**config.mk**
```make
export PLATFORM = sky130hd
export DESIGN_NAME = pcs_tx_ctrl_flat
export DESIGN_NICKNAME = d
export VERILOG_FILES = /design/src/rtl/pcs_pkg.sv /design/src/rtl/pcs_tx_ctrl_if.sv /design/src/rtl/gearbox_seq_cnt.sv /design/src/rtl/pcs_tx_ctrl.sv /design/src/flat_wrapper.sv
export SDC_FILE = /design/constraint.sdc
export NUM_CORES = 1
export LEC_CHECK = 0
export ABC_AREA = 1
export CORE_MARGIN = 4
export CORE_UTILIZATION = 25
export CTS_CLUSTER_DIAMETER = 40
export DETAILED_ROUTE_END_ITERATION = 16
export PLACE_DENSITY = 0.4
export SETUP_SLACK_MARGIN = 0.05
export SYNTH_ARGS = -nofsm -noshare
export SYNTH_HDL_FRONTEND = slang
export SYNTH_SLANG_ARGS = --single-unit
export TNS_END_PERCENT = 100
```
**constraint.sdc**
```tcl
create_clock -name i_clk -period 2.3 [get_ports i_clk]
set_clock_uncertainty 0.1 [all_clocks]
set_input_delay 0.46 -clock i_clk [delete_from_list [all_inputs] [get_ports i_clk]]
set_output_delay 0.46 -clock i_clk [all_outputs]
set_load 0.1 [all_outputs]
```
**src/rtl/pcs_pkg.sv**
```systemverilog
// Shared definitions for the 10GBASE-R PCS transmit path.
// Used by the TX sequencing controller, the gearbox sequence generator and the encoder.
package pcs_pkg;

    localparam int SEQ_MAX = 32;
    localparam int SEQ_W   = 6;

    typedef enum logic [1:0] {
        RESET = 2'd0,
        FILL  = 2'd1,
        RUN   = 2'd2
    } tx_ctrl_state_t;

    // Idle control block: sync header 10, block type 0x1E, eight /I/ codes of 7'h00.
    localparam logic [1:0]  IDLE_SYNC_HDR   = 2'b10;
    localparam logic [7:0]  IDLE_BLOCK_TYPE = 8'h1E;
    localparam logic [65:0] IDLE_BLOCK      = {IDLE_SYNC_HDR, 56'h0, IDLE_BLOCK_TYPE};

    function automatic logic [SEQ_W-1:0] seq_next(input logic [SEQ_W-1:0] seq, input int seq_max);
        return (seq == SEQ_W'(seq_max)) ? '0 : seq + SEQ_W'(1);
    endfunction

endpackage

```
**src/rtl/pcs_tx_ctrl_if.sv**
```systemverilog
// MAC-side and gearbox-side control signals of the PCS TX sequencing controller.
interface pcs_tx_ctrl_if #(
    parameter int IDLE_W = 16
);
    import pcs_pkg::*;

    logic              i_gt_tx_ready;
    logic [IDLE_W-1:0] i_idle_blocks;
    logic [SEQ_W-1:0]  o_seq_cnt;
    logic              o_gearbox_pause;
    logic              o_blk_phase;
    logic              o_idle_insert;
    logic              o_mac_ready;
    logic              o_tx_up;

    modport master (
        output i_gt_tx_ready, i_idle_blocks,
        input  o_seq_cnt, o_gearbox_pause, o_blk_phase, o_idle_insert, o_mac_ready, o_tx_up
    );

    modport slave (
        input  i_gt_tx_ready, i_idle_blocks,
        output o_seq_cnt, o_gearbox_pause, o_blk_phase, o_idle_insert, o_mac_ready, o_tx_up
    );

endinterface

```
**src/rtl/gearbox_seq_cnt.sv**
```systemverilog
// Gearbox sequence counter with block-half phase and pause generation.
// pause_nxt is the look-ahead of pause so callers can register pause-dependent outputs.
module gearbox_seq_cnt
    import pcs_pkg::*;
#(
    parameter int SEQ_MAX = 32,
    parameter int SEQ_W   = 6
) (
    input  logic             clk,
    input  logic             rst,
    input  logic             clr,
    input  logic             en,
    output logic [SEQ_W-1:0] seq_cnt,
    output logic             phase,
    output logic             pause,
    output logic             pause_nxt
);

    logic [SEQ_W-1:0] seq_nxt;
    logic             phase_nxt;

    // Phase holds through the pause so every period starts on a block boundary.
    always_comb begin
        seq_nxt   = seq_cnt;
        phase_nxt = phase;
        if (clr) begin
            seq_nxt   = '0;
            phase_nxt = 1'b0;
        end else if (en) begin
            seq_nxt = seq_next(seq_cnt, SEQ_MAX);
            if (!pause) begin
                phase_nxt = ~phase;
            end
        end
        pause_nxt = (seq_nxt == SEQ_W'(SEQ_MAX));
    end

    always_ff @(posedge clk or posedge rst) begin
        if (rst) begin
            seq_cnt <= '0;
            phase   <= 1'b0;
            pause   <= 1'b0;
        end else begin
            seq_cnt <= seq_nxt;
            phase   <= phase_nxt;
            pause   <= pause_nxt;
        end
    end

endmodule

```
**src/rtl/pcs_tx_ctrl.sv**
```systemverilog
// 10GBASE-R PCS TX sequencing controller: holds the path in forced idle until the GTY TX
// is ready and the requested idle blocks have gone out, then releases the MAC block-aligned.
module pcs_tx_ctrl
    import pcs_pkg::*;
#(
    parameter int DATA_WIDTH = 32,
    parameter int SEQ_MAX    = 32,
    parameter int IDLE_W     = 16
) (
    input  logic          i_clk,
    input  logic          i_reset,
    pcs_tx_ctrl_if.slave  bus
);

    if (DATA_WIDTH != 32) begin : g_width_check
        $error("pcs_tx_ctrl supports DATA_WIDTH = 32 only");
    end

    localparam logic [1:0] S_RESET = RESET;
    localparam logic [1:0] S_FILL  = FILL;
    localparam logic [1:0] S_RUN   = RUN;

    logic [1:0]        state;
    logic [1:0]        state_nxt;
    logic [IDLE_W-1:0] blk_cnt;
    logic [IDLE_W-1:0] blk_cnt_nxt;

    logic              seq_clr;
    logic [SEQ_W-1:0]  seq_cnt;
    logic              phase;
    logic              pause;
    logic              pause_nxt;
    logic              block_done;

    logic              idle_insert;
    logic              mac_ready;
    logic              tx_up;

    assign seq_clr    = ~bus.i_gt_tx_ready | (state == S_RESET);
    assign block_done = phase & ~pause;

    gearbox_seq_cnt #(
        .SEQ_MAX (SEQ_MAX),
        .SEQ_W   (SEQ_W)
    ) u_seq (
        .clk       (i_clk),
        .rst       (i_reset),
        .clr       (seq_clr),
        .en        (1'b1),
        .seq_cnt   (seq_cnt),
        .phase     (phase),
        .pause     (pause),
        .pause_nxt (pause_nxt)
    );

    // A pause right after the last fill block stays in FILL, so RUN always opens a period.
    always_comb begin
        state_nxt   = state;
        blk_cnt_nxt = blk_cnt;
        if (!bus.i_gt_tx_ready) begin
            state_nxt   = S_RESET;
            blk_cnt_nxt = '0;
        end else begin
            case (state)
                S_RESET: begin
                    if (bus.i_idle_blocks != '0) begin
                        state_nxt   = S_FILL;
                        blk_cnt_nxt = bus.i_idle_blocks;
                    end else begin
                        state_nxt = S_RUN;
                    end
                end
                S_FILL: begin
                    if (block_done) begin
                        blk_cnt_nxt = blk_cnt - IDLE_W'(1);
                    end
                    if ((blk_cnt == '0) ||
                        (block_done && (blk_cnt == IDLE_W'(1)) && !pause_nxt)) begin
                        state_nxt = S_RUN;
                    end
                end
                S_RUN: begin
                    state_nxt = S_RUN;
                end
                default: begin
                    state_nxt   = S_RESET;
                    blk_cnt_nxt = '0;
                end
            endcase
        end
    end

    always_ff @(posedge i_clk or posedge i_reset) begin
        if (i_reset) begin
            state       <= S_RESET;
            blk_cnt     <= '0;
            idle_insert <= 1'b1;
            mac_ready   <= 1'b0;
            tx_up       <= 1'b0;
        end else begin
            state       <= state_nxt;
            blk_cnt     <= blk_cnt_nxt;
            idle_insert <= (state_nxt != S_RUN);
            mac_ready   <= (state_nxt == S_RUN) & ~pause_nxt;
            tx_up       <= (state_nxt == S_RUN);
        end
    end

    assign bus.o_seq_cnt       = seq_cnt;
    assign bus.o_gearbox_pause = pause;
    assign bus.o_blk_phase     = phase;
    assign bus.o_idle_insert   = idle_insert;
    assign bus.o_mac_ready     = mac_ready;
    assign bus.o_tx_up         = tx_up;

endmodule

```
**src/flat_wrapper.sv**
```systemverilog
// flat-port wrapper written by rule: the top's interface ports become plain ports
module pcs_tx_ctrl_flat import pcs_pkg::*;
#(
    parameter int DATA_WIDTH = 32,
    parameter int SEQ_MAX    = 32,
    parameter int IDLE_W     = 16
)
  (i_clk, i_reset, bus_i_gt_tx_ready, bus_i_idle_blocks, bus_o_seq_cnt, bus_o_gearbox_pause, bus_o_blk_phase, bus_o_idle_insert, bus_o_mac_ready, bus_o_tx_up);
  pcs_tx_ctrl_if #(.IDLE_W(IDLE_W)) bus_i ();
  input  logic i_clk;
  input  logic i_reset;
  input wire logic [$bits(bus_i.i_gt_tx_ready)-1:0] bus_i_gt_tx_ready;
  input wire logic [$bits(bus_i.i_idle_blocks)-1:0] bus_i_idle_blocks;
  output wire logic [$bits(bus_i.o_seq_cnt)-1:0] bus_o_seq_cnt;
  output wire logic [$bits(bus_i.o_gearbox_pause)-1:0] bus_o_gearbox_pause;
  output wire logic [$bits(bus_i.o_blk_phase)-1:0] bus_o_blk_phase;
  output wire logic [$bits(bus_i.o_idle_insert)-1:0] bus_o_idle_insert;
  output wire logic [$bits(bus_i.o_mac_ready)-1:0] bus_o_mac_ready;
  output wire logic [$bits(bus_i.o_tx_up)-1:0] bus_o_tx_up;
  assign bus_i.i_gt_tx_ready = bus_i_gt_tx_ready;
  assign bus_i.i_idle_blocks = bus_i_idle_blocks;
  assign bus_o_seq_cnt = bus_i.o_seq_cnt;
  assign bus_o_gearbox_pause = bus_i.o_gearbox_pause;
  assign bus_o_blk_phase = bus_i.o_blk_phase;
  assign bus_o_idle_insert = bus_i.o_idle_insert;
  assign bus_o_mac_ready = bus_i.o_mac_ready;
  assign bus_o_tx_up = bus_i.o_tx_up;
  pcs_tx_ctrl #(.DATA_WIDTH(DATA_WIDTH), .SEQ_MAX(SEQ_MAX), .IDLE_W(IDLE_W)) u_core (.i_clk(i_clk), .i_reset(i_reset), .bus(bus_i));
endmodule
```
==> results.json, run 1 <==
{
  "finalMaxSlewViolations": 0,
  "cts_tree": "yes",
  "grt_pass1_vias": 1722,
  "grt_pass1_wl_mm": 8.69,
  "syn_inst": 267,
  "root_buffer": "clkbuf_8",
  "stdcell_count": 408,
  "r2r_start": "u_core.blk_cnt[0]",
  "antenna_found_initial": 0,
  "stdcell_area_sq_mm": 0.00241,
  "placed_area_sq_mm": 0.00229,
  "post-route-min-period_ps": 1980,
  "synth_cell_type_count": 29,
  "hold_buffers": 0,
  "hp-class": "reg -> reg",
  "critPathLaunchType": "primary input",
  "status": "finished clean",
  "hold_start": "u_core.blk_cnt[15]",
  "antenna_left": 0,
  "cts_setup_buffers": 0,
  "slowest_stage": "clkdlybuf4s50_1",
  "h-tree-depth": 2,
  "ys_ff_latch": 29,
  "drive_above_1_share": 0.155,
  "cp.buffers_inverters": 2,
  "r2r_end": "u_core.blk_cnt[12]",
  "finalPower_mw": 2.13,
  "crit_top_cell": "nand2_1",
  "core.rowCount": 31,
  "layout_commonest_cell": "nand2_1",
  "fin_tns_setup_ps": 0,
  "detail_route.iter0.violations": 73,
  "ir_drop_mv": 0.242,
  "crit_type": "in -> reg",
  "clockBufferDepth": 2,
  "place_congestion": 0.759,
  "numClockSinks": 29,
  "clk_latency_ps": 280,
  "crit_path_end_kind": "register",
  "n_fill_cell": 830,
  "arrival_ps": 2090,
  "die_w_microns": 94.2,
  "critPathLaunch": "bus_i_gt_tx_ready",
  "grt_overflow": 0,
  "die_area_sq_mm": 0.00886,
  "final_cell_mix": "nand2_1, inv_1, nor2_1",
  "multi_input_area_sq_um": 922,
  "ys_warn_count": 0,
  "p_leak_nw": 1.21,
  "slew_headroom": 0.735,
  "diodes": 0,
  "avgSynthCellArea_sq_um": 6.95,
  "dpl.hpwl_mm": 4.02,
  "num_io_pins": 30,
  "max_freq_mhz": 505,
  "drt-pass1-iter-count": 4,
  "grt_setup_unrepaired": "false",
  "cts_resized": 0,
  "numCtsBuffers": 5,
  "max-cap-violations": 0,
  "drc": 0,
  "path_clk_slew_ps": 60,
  "finalHoldViolations": 0,
  "synthToLayoutAreaGrowth_pct": 29.9,
  "avgViaCountPerCell": 4.40,
  "finalWirelength_mm": 5.18,
  "dp.cells": 400,
  "start_util": 0.257,
  "wl_per_cell_microns": 12.7,
  "vias": 1797,
  "tightest_slew_ps": 398,
  "grt_usage": 0.128,
  "syn_area_sq_mm": 0.00186,
  "setup_violations": 0,
  "syn_nets": 290,
  "path_delay_family": "simple AND/OR/NAND/NOR gates",
  "seq_area_sq_um": 731,
  "min_to": "u_core.blk_cnt[15]",
  "ys_seq_area_frac": 0.392,
  "fin_crit_sh": 0.860,
  "die_y_microns": 94.2,
  "reg2reg_slack_ps": 400,
  "crit_chain": "clkdlybuf4s50_1 > inv_2 > nor2_4 > nand3_1 > nand2_1 > nor2_1 > nand2_1 > nand2_1 > nand2_1 > nand2_1 > nand2_1 > nand2_2 > nor2_1",
  "critPathMaxFanout": 5,
  "core_sq_mm": 0.00721,
  "hold_depth": 2,
  "rr_worst_depth": 12,
  "nNetsFinal": 331,
  "grt_max_degree": 30,
  "critical-path-max-stage-delay_ps": 620,
  "io_buffers": 29,
  "whs_ps": 426,
  "critical_path_required_ps": 2410,
  "powerDensity_mw_per_mm2": 884
}
through the flow:
stage           util  worst slack [ps]
2_1_floorplan      -               220
3_3_place_gp   0.318             -2.07
3_5_place_dp   0.318              2.57
4_1_cts        0.334               299
5_1_grt        0.334               102
6_report       0.334               322
cell usage after synthesis (all sizes together):
cell type | instances | area share
nand2 | 71 | 0.15
inv | 48 | 0.098
nor2 | 42 | 0.10
dfrtp | 28 | 0.38
o21ai | 20 | 0.054
nand3 | 17 | 0.049
o22ai | 7 | 0.024
a21oi | 6 | 0.016
a22oi | 4 | 0.016
ha | 4 | 0.027
nor3 | 4 | 0.011
nand4 | 3 | 0.013
a32o | 2 | 0.011
buf | 2 | 0.0067
clkbuf | 2 | 0.0040
o31ai | 2 | 0.0081
xor2 | 2 | 0.0094
clkinv | 1 | 0.0020
dfstp | 1 | 0.014
xnor2 | 1 | 0.0047
cell families (layout without fill, tap and decap cells):
family	Yosys count	after routing	synth area share
simple gates	137	137	0.327
fa+ha+maj	4	4	0.0270
flops	29	29	0.392
compound gates	41	41	0.129
buf+inv	53	95	0.111
xor+xnor	3	3	0.0142
routing by layer:
layer | up-vias | track usage | routed length (microns)
li1 | 927 | - | -
met1 | 826 | 0.168 | 2430
met2 | 40 | 0.204 | 2450
met3 | 4 | 0.0296 | 249
met4 | 0 | 0.0433 | 53
met5 | - | 0 | 0
tightest hold or removal path, delay by kind of cell, from the launching register on:
family	cells	cell delay [ps]
AND/OR/NAND/NOR	2	130
flip-flops	1	370
layout make-up:
cell class,count,share of cell area
inverters,49,0.0774
flip-flops and latches,29,0.303
clock buffers,7,0.0358
multi-input cells,185,0.383
well taps,99,0.0514
clock inverters,1,0.0125
repair buffers,38,0.137
where the power goes:
group	total, mW	internal [mW]	switching [mW]
sequential	0.680	0.597	0.0833
clock	0.548	0.353	0.195
combinational	0.903	0.296	0.606
state kept, by name, summed over array words and instances, names as in the netlist:
name,flops
u_core.bus.o_idle_insert,1
u_core.state,2
u_core.u_seq.phase,1
u_core.u_seq.pause,1
u_core.bus.o_mac_ready,1
u_core.blk_cnt,16
u_core.bus.o_tx_up,1
u_core.u_seq.seq_cnt,6
how the worst max path moves through the flow:
| stage | slack [ps] | to | cells after the start |
|---|---|---|---|
| 3_3_place_gp | -2 | u_core.bus.o_mac_ready | 13 |
| 5_1_grt | 100 | u_core.bus.o_mac_ready | 13 |
| 2_1_floorplan | 220 | u_core.bus.o_mac_ready | 13 |
| 3_5_place_dp | 3 | u_core.bus.o_mac_ready | 13 |
| 4_1_cts | 300 | u_core.bus.o_mac_ready | 13 |
| 6_report | 320 | u_core.bus.o_mac_ready | 13 |
Power figures use the tool's default switching activity.
==> inputs of run 2 (changes only) <==
Settings changed: SLEW_MARGIN set to 20, SYNTH_HIERARCHICAL set to 1.
==> results.json, run 2 <==
{
  "final_cell_mix": "nand2_1, inv_1, nor2_1",
  "critical-path-max-stage-delay_ps": 430,
  "die_area_sq_mm": 0.00963,
  "num_io_pins": 30,
  "grt_setup_unrepaired": "false",
  "core.rowCount": 32,
  "critPathMaxFanout": 4,
  "n_fill_cell": 859,
  "ys_warn_count": 6,
  "crit_path_end_kind": "register",
  "root_buffer": "clkbuf_8",
  "synth_area_leader_cell": "dfrtp_1",
  "synth-simple-area-share": 0.466,
  "grt_max_degree": 22,
  "largest_register": "u_core/blk_cnt",
  "die_y_microns": 98.2,
  "p_leak_nw": 1.44,
  "finalHoldViolations": 0,
  "largest_reg_flops": 16,
  "powerDensity_mw_per_mm2": 1050,
  "nNetsFinal": 390,
  "synth.top_cell.area_share": 0.345,
  "grt_overflow": 0,
  "cts_tree": "yes",
  "fin_util": 0.337,
  "layout_commonest_cell": "nand2_1",
  "core_sq_mm": 0.00781,
  "io_buffers": 29,
  "async_flop_share": 1.00,
  "status": "finished clean",
  "path_clk_slew_ps": 70,
  "hold_buffers": 0,
  "cts_setup_buffers": 0,
  "clk_latency_ps": 280,
  "slowest_stage": "dfrtp_2",
  "wl_per_cell_microns": 11.4,
  "clockBufferDepth": 2,
  "grt_usage": 0.119,
  "crit_chain": "inv_1 > ha_1 > inv_1 > nor2_1 > nand3_1 > nand3b_1 > nand3_1 > nor2_2 > inv_1 > nand2_1 > nor2_1 > nand2_1 > nand2_1 > nand3_1 > nand2_1 > nand2_2 > nor2_1",
  "synthTopCellsByArea": "dfrtp_1, nand2_1, inv_1",
  "max_freq_mhz": 501,
  "drc": 0,
  "avgViaCountPerCell": 4.07,
  "syn_inst": 320,
  "detail_route.iter0.violations": 61,
  "synthToLayoutAreaGrowth_pct": 29.4,
  "ir_drop_mv": 0.324,
  "placed_area_sq_mm": 0.00249,
  "critPathLaunchType": "register",
  "setup_violations": 0,
  "grt_pass1_wl_mm": 9.23,
  "crit_type": "reg -> reg",
  "place_congestion": 0.779,
  "max-cap-violations": 0,
  "diodes": 0,
  "synth_most_common_cell": "nand2_1",
  "critical_path_required_ps": 2380,
  "ys.flop_type": "dfrtp_1",
  "seq_area_sq_um": 733,
  "start_util": 0.260,
  "die_w_microns": 98.2,
  "antenna_found_initial": 0,
  "arrival_ps": 2070,
  "fin_crit_sh": 0.867,
  "h-tree-depth": 2,
  "crit_top_cell": "nand2_1",
  "vias": 1915,
  "dpl.hpwl_mm": 4.19,
  "drt-pass1-iter-count": 4,
  "numCtsBuffers": 5,
  "numClockSinks": 29,
  "fin_tns_setup_ps": 0,
  "syn_area_sq_mm": 0.00203,
  "hp-class": "in -> async",
  "rr_worst_depth": 17,
  "synth_adder_area_share": 0.0246,
  "synth_edf_count": 0,
  "synth_top_cells_by_count": "nand2_1, inv_1, nor2_1",
  "cts_resized": 0,
  "avgSynthCellArea_sq_um": 6.35,
  "largest_registers": "u_core/blk_cnt (16), u_core/u_seq/seq_cnt (6), u_core/state (2)",
  "ys_seq_area_frac": 0.358,
  "synth_cell_type_count": 29,
  "finalMaxSlewViolations": 0,
  "post-route-min-period_ps": 2000,
  "synth-xor-area-share": 0.00431,
  "antenna_left": 0,
  "synth_top_family_by_area": "simple AND/OR/NAND/NOR gates",
  "synth_compound_area_frac": 0.0486,
  "muxShareOfSynthArea": 0,
  "multi_input_area_sq_mm": 0.00113,
  "drive_above_1_share": 0.144,
  "grt_pass1_vias": 1884,
  "ys_ff_latch": 29,
  "stdcell_area_sq_mm": 0.00263,
  "finalWirelength_mm": 5.37
}
run 2: cell count changes after synthesis, moves of 2 or more:
cell / change
nor2_4: +2
nor3_1: -3
o21ai_1: -5
o31ai_1: -2
nand2_1: +68
nand3_1: +13
nand4_1: -2
a22oi_1: -4
o22ai_1: -7
o21ai_0: -7
run 2: final timing paths:
path	from	endpoint	slack [ps]
worst min register to register	u_core/blk_cnt[1]	u_core/blk_cnt[1]	390
worst min-delay path	i_reset	u_core/u_seq/phase	370
min in group i_clk	u_core/blk_cnt[1]	u_core/blk_cnt[1]	390
worst max-delay path	u_core/u_seq/seq_cnt[1]	u_core/bus.o_mac_ready	300
max in group asynchronous	i_reset	u_core/bus.o_idle_insert	1350
worst max register to register	u_core/u_seq/seq_cnt[1]	u_core/bus.o_mac_ready	300
run 2: critical path, delay by kind of cell, from the launching register on:
kind	cells	cell delay (ps)
adder cells (fa/ha/maj)	1	150
buffers and inverters	3	170
flip-flops	1	430
AND/OR/NAND/NOR	13	1040
run 2: routing by layer:
| metal | up-vias | track usage | part of all wire |
|---|---|---|---|
| li1 | 1057 | - | - |
| met1 | 824 | 0.172 | 0.53 |
| met2 | 29 | 0.178 | 0.42 |
| met3 | 5 | 0.0286 | 0.039 |
| met4 | 0 | 0.0347 | 0.013 |
| met5 | - | 0 | 0 |
run 2: layout make-up:
class,instances,share of cell area
multi-input combinational,246,0.429
sequential,29,0.279
timing repair buffer,38,0.126
inverter,47,0.0671
tap,102,0.0485
clock buffer,5,0.0262
clock inverter,3,0.0248
run 2: cell families after synthesis:
group                    Yosys count
AND/OR/NAND/NOR                  218
buffers and inverters             50
flip-flops                        29
AO/OA/AOI/OAI                     17
adder cells (fa/ha/maj)            4
XOR/XNOR                           1
other                              1
run 2: power breakdown:
group / total, mW / switching, mW / internal, mW / leakage [nW]
Clock: 0.645 / 0.215 / 0.430 / 0.0681
Combinational: 1.35 / 0.911 / 0.438 / 0.996
Sequential: 0.756 / 0.133 / 0.623 / 0.380
Total: 2.75 / 1.26 / 1.49 / 1.44
run 2: through the flow:
step	cells	power [mW]	setup WS, ps	hold slack, ps
6_report	470	2.75	305	367
5_1_grt	470	3.03	92.4	394
4_1_cts	470	2.79	291	367
3_5_place_dp	462	2.13	16.4	373
3_3_place_gp	462	2.13	60.7	367
2_1_floorplan	325	1.77	57.5	175
